[config.mk]
export PLATFORM = sky130hd
export DESIGN_NAME = fsm_mem_fill_param_flat
export DESIGN_NICKNAME = d
export VERILOG_FILES = /design/src/rtl/fsm_mem_fill_param_if.sv /design/src/rtl/fsm_mem_fill_param.sv /design/src/flat_wrapper.sv
export SDC_FILE = /design/constraint.sdc
export NUM_CORES = 1
export LEC_CHECK = 0
export CORE_UTILIZATION = 40
export CTS_BUF_LIST = sky130_fd_sc_hd__clkbuf_16
export CTS_CLUSTER_SIZE = 40
export DETAILED_ROUTE_END_ITERATION = 6
export PLACE_DENSITY = 0.69
export SLEW_MARGIN = 20
export SYNTH_ARGS = -nofsm -noshare
export SYNTH_HDL_FRONTEND = slang
export SYNTH_SLANG_ARGS = --single-unit
[constraint.sdc]
create_clock -name clk -period 3.6 [get_ports clk]
set_input_delay 0.54 -clock clk [delete_from_list [all_inputs] [get_ports clk]]
set_output_delay 0.54 -clock clk [all_outputs]
set_load 0.02 [all_outputs]
[src/rtl/fsm_mem_fill_param_if.sv]
// rtl/fsm_mem_fill_param_if.sv - request and RAM write-port bundle for the fill sequencer
interface fsm_mem_fill_param_if #(
  parameter int ADDR_W = 8,
  parameter int DATA_W = 8
);
  logic              start;
  logic [1:0]        mode;
  logic [DATA_W-1:0] pattern;
  logic [ADDR_W-1:0] base_addr;
  logic [ADDR_W:0]   length;
  logic              abort;
  logic              wr_en;
  logic [ADDR_W-1:0] mem_addr;
  logic [DATA_W-1:0] wr_data;
  logic              busy;
  logic              finish;

  modport master (
    output start, mode, pattern, base_addr, length, abort,
    input  wr_en, mem_addr, wr_data, busy, finish
  );

  modport slave (
    input  start, mode, pattern, base_addr, length, abort,
    output wr_en, mem_addr, wr_data, busy, finish
  );
endinterface

[src/rtl/fsm_mem_fill_param.sv]
// rtl/fsm_mem_fill_param.sv - programmable-window RAM fill sequencer with abort
module fsm_mem_fill_param #(
  parameter int ADDR_W = 8,
  parameter int DATA_W = 8
) (
  input  logic                 clk,
  input  logic                 rst,
  fsm_mem_fill_param_if.slave  bus
);
  typedef enum logic [1:0] {IDLE, WRITE, DONE} state_t;

  localparam logic [ADDR_W:0] L_MAX   = {1'b1, {ADDR_W{1'b0}}};
  localparam logic [ADDR_W:0] IDX_ONE = {{ADDR_W{1'b0}}, 1'b1};

  state_t            r_state, w_state_nx;
  logic [ADDR_W:0]   r_idx, w_idx_nx, r_len, w_len_nx;
  logic [1:0]        r_mode, w_mode_nx;
  logic [DATA_W-1:0] r_pattern, w_pattern_nx;
  logic [ADDR_W-1:0] r_base, w_base_nx;
  logic              r_wr_en, w_wr_en_nx, r_busy, w_busy_nx, r_finish, w_finish_nx;
  logic [ADDR_W-1:0] r_addr, w_addr_nx;
  logic [DATA_W-1:0] r_data, w_data_nx;

  logic [ADDR_W:0]   w_len_clamped, w_op_len, w_op_idx, w_rem;
  logic [1:0]        w_op_mode;
  logic [DATA_W-1:0] w_op_pattern, w_wdata;
  logic [ADDR_W-1:0] w_op_base, w_waddr;

  assign w_len_clamped = bus.length[ADDR_W] ? L_MAX : bus.length;

  // In IDLE the first write is built straight from the inputs so it can be registered at the start edge.
  assign w_op_mode    = (r_state == IDLE) ? bus.mode      : r_mode;
  assign w_op_pattern = (r_state == IDLE) ? bus.pattern   : r_pattern;
  assign w_op_base    = (r_state == IDLE) ? bus.base_addr : r_base;
  assign w_op_len     = (r_state == IDLE) ? w_len_clamped : r_len;
  assign w_op_idx     = (r_state == IDLE) ? '0            : r_idx;

  always_comb begin
    w_rem   = w_op_len - w_op_idx - IDX_ONE;
    w_waddr = w_op_base + ADDR_W'(w_op_idx);
    case (w_op_mode)
      2'b00:   w_wdata = DATA_W'(w_op_idx);
      2'b01:   w_wdata = w_op_pattern;
      2'b10:   w_wdata = DATA_W'(w_rem);
      default: w_wdata = DATA_W'(w_op_idx) ^ w_op_pattern;
    endcase
  end

  always_comb begin
    w_state_nx   = r_state;
    w_idx_nx     = r_idx;
    w_len_nx     = r_len;
    w_mode_nx    = r_mode;
    w_pattern_nx = r_pattern;
    w_base_nx    = r_base;
    w_wr_en_nx   = 1'b0;
    w_addr_nx    = r_addr;
    w_data_nx    = r_data;
    w_busy_nx    = 1'b0;
    w_finish_nx  = 1'b0;
    case (r_state)
      IDLE: begin
        if (bus.start) begin
          w_mode_nx    = bus.mode;
          w_pattern_nx = bus.pattern;
          w_base_nx    = bus.base_addr;
          w_len_nx     = w_len_clamped;
          w_busy_nx    = 1'b1;
          if (w_len_clamped == '0) begin
            w_state_nx  = DONE;
            w_idx_nx    = '0;
            w_finish_nx = 1'b1;
          end else begin
            w_state_nx = WRITE;
            w_idx_nx   = IDX_ONE;
            w_wr_en_nx = 1'b1;
            w_addr_nx  = w_waddr;
            w_data_nx  = w_wdata;
          end
        end
      end
      WRITE: begin
        // r_idx counts writes already presented; abort outranks the final write.
        if (bus.abort) begin
          w_state_nx = IDLE;
        end else if (r_idx == r_len) begin
          w_state_nx  = DONE;
          w_busy_nx   = 1'b1;
          w_finish_nx = 1'b1;
        end else begin
          w_idx_nx   = r_idx + IDX_ONE;
          w_wr_en_nx = 1'b1;
          w_busy_nx  = 1'b1;
          w_addr_nx  = w_waddr;
          w_data_nx  = w_wdata;
        end
      end
      DONE:    w_state_nx = IDLE;
      default: w_state_nx = IDLE;
    endcase
  end

  always_ff @(posedge clk or posedge rst) begin
    if (rst) begin
      r_state   <= IDLE;
      r_idx     <= '0;
      r_len     <= '0;
      r_mode    <= '0;
      r_pattern <= '0;
      r_base    <= '0;
      r_wr_en   <= 1'b0;
      r_addr    <= '0;
      r_data    <= '0;
      r_busy    <= 1'b0;
      r_finish  <= 1'b0;
    end else begin
      r_state   <= w_state_nx;
      r_idx     <= w_idx_nx;
      r_len     <= w_len_nx;
      r_mode    <= w_mode_nx;
      r_pattern <= w_pattern_nx;
      r_base    <= w_base_nx;
      r_wr_en   <= w_wr_en_nx;
      r_addr    <= w_addr_nx;
      r_data    <= w_data_nx;
      r_busy    <= w_busy_nx;
      r_finish  <= w_finish_nx;
    end
  end

  assign bus.wr_en    = r_wr_en;
  assign bus.mem_addr = r_addr;
  assign bus.wr_data  = r_data;
  assign bus.busy     = r_busy;
  assign bus.finish   = r_finish;
endmodule

[src/flat_wrapper.sv]
// flat-port wrapper written by rule: the top's interface ports become plain ports
module fsm_mem_fill_param_flat 
#(
  parameter int ADDR_W = 8,
  parameter int DATA_W = 8
)
  (clk, rst, bus_start, bus_mode, bus_pattern, bus_base_addr, bus_length, bus_abort, bus_wr_en, bus_mem_addr, bus_wr_data, bus_busy, bus_finish);
  fsm_mem_fill_param_if #(.ADDR_W(ADDR_W), .DATA_W(DATA_W)) bus_i ();
  input  logic clk;
  input  logic rst;
  input wire logic [$bits(bus_i.start)-1:0] bus_start;
  input wire logic [$bits(bus_i.mode)-1:0] bus_mode;
  input wire logic [$bits(bus_i.pattern)-1:0] bus_pattern;
  input wire logic [$bits(bus_i.base_addr)-1:0] bus_base_addr;
  input wire logic [$bits(bus_i.length)-1:0] bus_length;
  input wire logic [$bits(bus_i.abort)-1:0] bus_abort;
  output wire logic [$bits(bus_i.wr_en)-1:0] bus_wr_en;
  output wire logic [$bits(bus_i.mem_addr)-1:0] bus_mem_addr;
  output wire logic [$bits(bus_i.wr_data)-1:0] bus_wr_data;
  output wire logic [$bits(bus_i.busy)-1:0] bus_busy;
  output wire logic [$bits(bus_i.finish)-1:0] bus_finish;
  assign bus_i.start = bus_start;
  assign bus_i.mode = bus_mode;
  assign bus_i.pattern = bus_pattern;
  assign bus_i.base_addr = bus_base_addr;
  assign bus_i.length = bus_length;
  assign bus_i.abort = bus_abort;
  assign bus_wr_en = bus_i.wr_en;
  assign bus_mem_addr = bus_i.mem_addr;
  assign bus_wr_data = bus_i.wr_data;
  assign bus_busy = bus_i.busy;
  assign bus_finish = bus_i.finish;
  fsm_mem_fill_param #(.ADDR_W(ADDR_W), .DATA_W(DATA_W)) u_core (.clk(clk), .rst(rst), .bus(bus_i));
endmodule
==> results.cfg <==
[synth]
synth_warnings = 0
yosysTopAreaCellShare_pct = 36.56
async_reset_ff_share_pct = 100.0
syn_area_sq_um = 3901
yosysUniqueCellTypes = 58
synth_nets = 524
synth_edf_count = 0
synthCells = 478
syn_avg_cell_area_sq_um = 8.162
synth-seq-area-share_pct = 36.56
yosysTopAreaCell = dfrtp_1
dominantRegCellSynth = dfrtp_1
synth_seq_cells = 57
synth_area_leaders = dfrtp_1 (37%), nand2_1 (12%), o21ai_0 (5.0%), ha_1 (4.8%), xnor2_1 (4.0%)

[critical_path]
cp.buffers_inverters = 1
cp_data_arrival_time_ps = 3180
reg2reg_slack_ps = 720
required_ps = 3840
path_cells = clkdlybuf4s50_1, nand2b_1, o21ai_0, ha_1, ha_1, or3_1, a211oi_1, o31ai_1, xor2_1, a21oi_1, o31ai_1
critPathKind = input pin to flip-flop
crit_family = compound AO/OA/AOI/OAI gates
end_kind = flip-flop
slowest_stage = clkdlybuf4s50_1
critPathMaxStageDelay_ps = 660
cp_max_fo = 11
cp-start-kind = input pin

[detailed_routing]
initialDrtViolationCount = 180
post_drt_wl_per_cell_um = 16.17
drc_errors = 0
vias = 3547
wl_um = 10590
ant_nets = 0
viasPerCell = 5.415
drtPass1Iterations = 5

[power_and_ir_drop]
power_density_nw_per_um2 = 892.3
total_power_uw = 4267
ir_drop_mv = 0.3504
power.leakage_uw = 0.002166

[timing]
setup_viol = 0
fmaxAchievable_mhz = 339.8
fin_hold_ws_ps = 480.7
period_needed_ps = 2943
fin_tns_setup_ps = 0
hold_viol = 0
maxSlewHeadroom_pct = 54.21
fin_crit_sh_pct = 81.74
layout_setup_ws_ps = 657.4
worst_pin_slew_ps = 683.6
skew_ps = 7.126
drv_slew = 0
rsz0062_at_grt = false

[clock_network]
clock_latency_ps = 330
cts.htree.levels = 3
cts_tree = done
post-cts-setup-buffers = 0
cts_resized = 0
cts_made_buffers = 9
cts_hold_buf = 0
root_buffer = clkbuf_16
clockBufferDepth = 2
clock_sinks = 57
cts.clk_slew.worst_paths_ps = 50

[grt]
first_global_vias = 3500
grt_max_degree = 37
overflow = 0
antenna_found_initial = 0
grt_pass1_wl_um = 17670
gr-usage-all-layers_pct = 22.97

[place]
place_ws_ps = 315.2
routabilityCongestion = 0.8907
io_buffers = 49
hpwlAfterDp_um = 7664

[min_path]
hold_class = flip-flop to flip-flop

[layout]
syn2layout_area_growth_pct = 22.58
n_fill_cell = 901
nNetsFinal = 567
n_antenna_cell = 0
layout_common_cells = nand2_1 (123), dfrtp_1 (57), clkdlybuf4s50_1 (49)
drive_gt1_share_pct = 8.935
multi_input_area_sq_um = 2267
final_common_cell = nand2_1
regArea_sq_um = 1426

[flow_run]
cap_violations = 0

[floorplanning]
initial_core_util_pct = 41.82
ios = 50
die_area_sq_um = 10150
die_h_um = 100.8
rows = 35
dieWidth_um = 100.8
core_area_sq_um = 9328

[outcome]
status = completed
where the power goes:
part	total (uW)	switching, uW	leakage [uW]	internal, uW
clock network	829	302	0.000142	527
logic	2260	1270	0.00130	984
registers	1180	270	0.000722	910
total	4270	1850	0.00217	2420
worst register-to-register path: stages (launching register included):
cell,delay [ps]
dfrtp_1,410
or2_2,450
nand2_1,110
o21ai_0,90
ha_1,230
ha_1,200
or3_1,340
a211oi_1,300
o31ai_1,150
xor2_1,180
a21oi_1,90
o31ai_1,230
synthesized netlist by cell type (all sizes together), types with 10 or more instances:
cell type  instances
a21oi             22
buf               12
clkbuf            17
dfrtp             57
ha                15
inv               16
nand2            123
nand2b            12
nand3             10
nor2              26
o21ai             41
xnor2             18
xor2              11
metrics by stage:
step / utilization (%) / area (sq um) / std cells
after floorplan: - / 3901 / 478
after global placement: 48.20 / 4496 / 639
after detailed placement: 48.20 / 4496 / 639
after CTS: 51.27 / 4782 / 655
after global routing: 51.27 / 4782 / 655
final: 51.27 / 4782 / 655
logic make-up after synthesis:
family          Yosys count  share of synthesized area [%]
compound gates          107                          17.54
xor+xnor                 29                          6.510
fa+ha+maj                16                          5.099
flops                    57                          36.56
buf+inv                  45                          5.324
simple gates            211                          25.40
mux                      13                          3.560
sequential cells by signal, indices dropped and copies added (netlist names):
register	count
u_core.bus.busy	1
u_core.bus.finish	1
u_core.bus.mem_addr	8
u_core.bus.wr_data	8
u_core.bus.wr_en	1
u_core.r_base	8
u_core.r_idx	9
u_core.r_len	9
u_core.r_mode	2
u_core.r_pattern	8
u_core.r_state	2
final cells by class:
type	count	area share [%]
Inverter	16	1.256
Sequential cell	57	29.83
Timing Repair Buffer	61	12.14
Multi-Input combinational cell	376	47.41
Clock buffer	9	4.710
Tap cell	129	3.375
Clock inverter	7	1.282
per-layer routing:
layer | wire (um) | vias up | global-route usage [%]
met4 | 278 | 0 | 9.922
met2 | 5013 | 123 | 38.46
met5 | 0 | - | 0
met1 | 4777 | 1665 | 29.62
met3 | 523 | 21 | 3.259
li1 | - | 1738 | -
final timing paths:
path | start | to | cells after the start
hold / removal | u_core.r_base[0]$_DFFE_PP0P_ | u_core.r_base[0]$_DFFE_PP0P_ | 2
hold reg to reg | u_core.r_base[0]$_DFFE_PP0P_ | u_core.r_base[0]$_DFFE_PP0P_ | 2
min in group asynchronous | rst | u_core.bus.wr_data[2]$_DFFE_PP0P_ | 2
max in group asynchronous | rst | u_core.r_base[6]$_DFFE_PP0P_ | 3
setup / recovery | bus_length[8] | u_core.bus.wr_data[6]$_DFFE_PP0P_ | 11
setup reg to reg | u_core.r_state[1]$_DFFE_PP0P_ | u_core.bus.wr_data[6]$_DFFE_PP0P_ | 11
(Power assumes the default switching activity.)
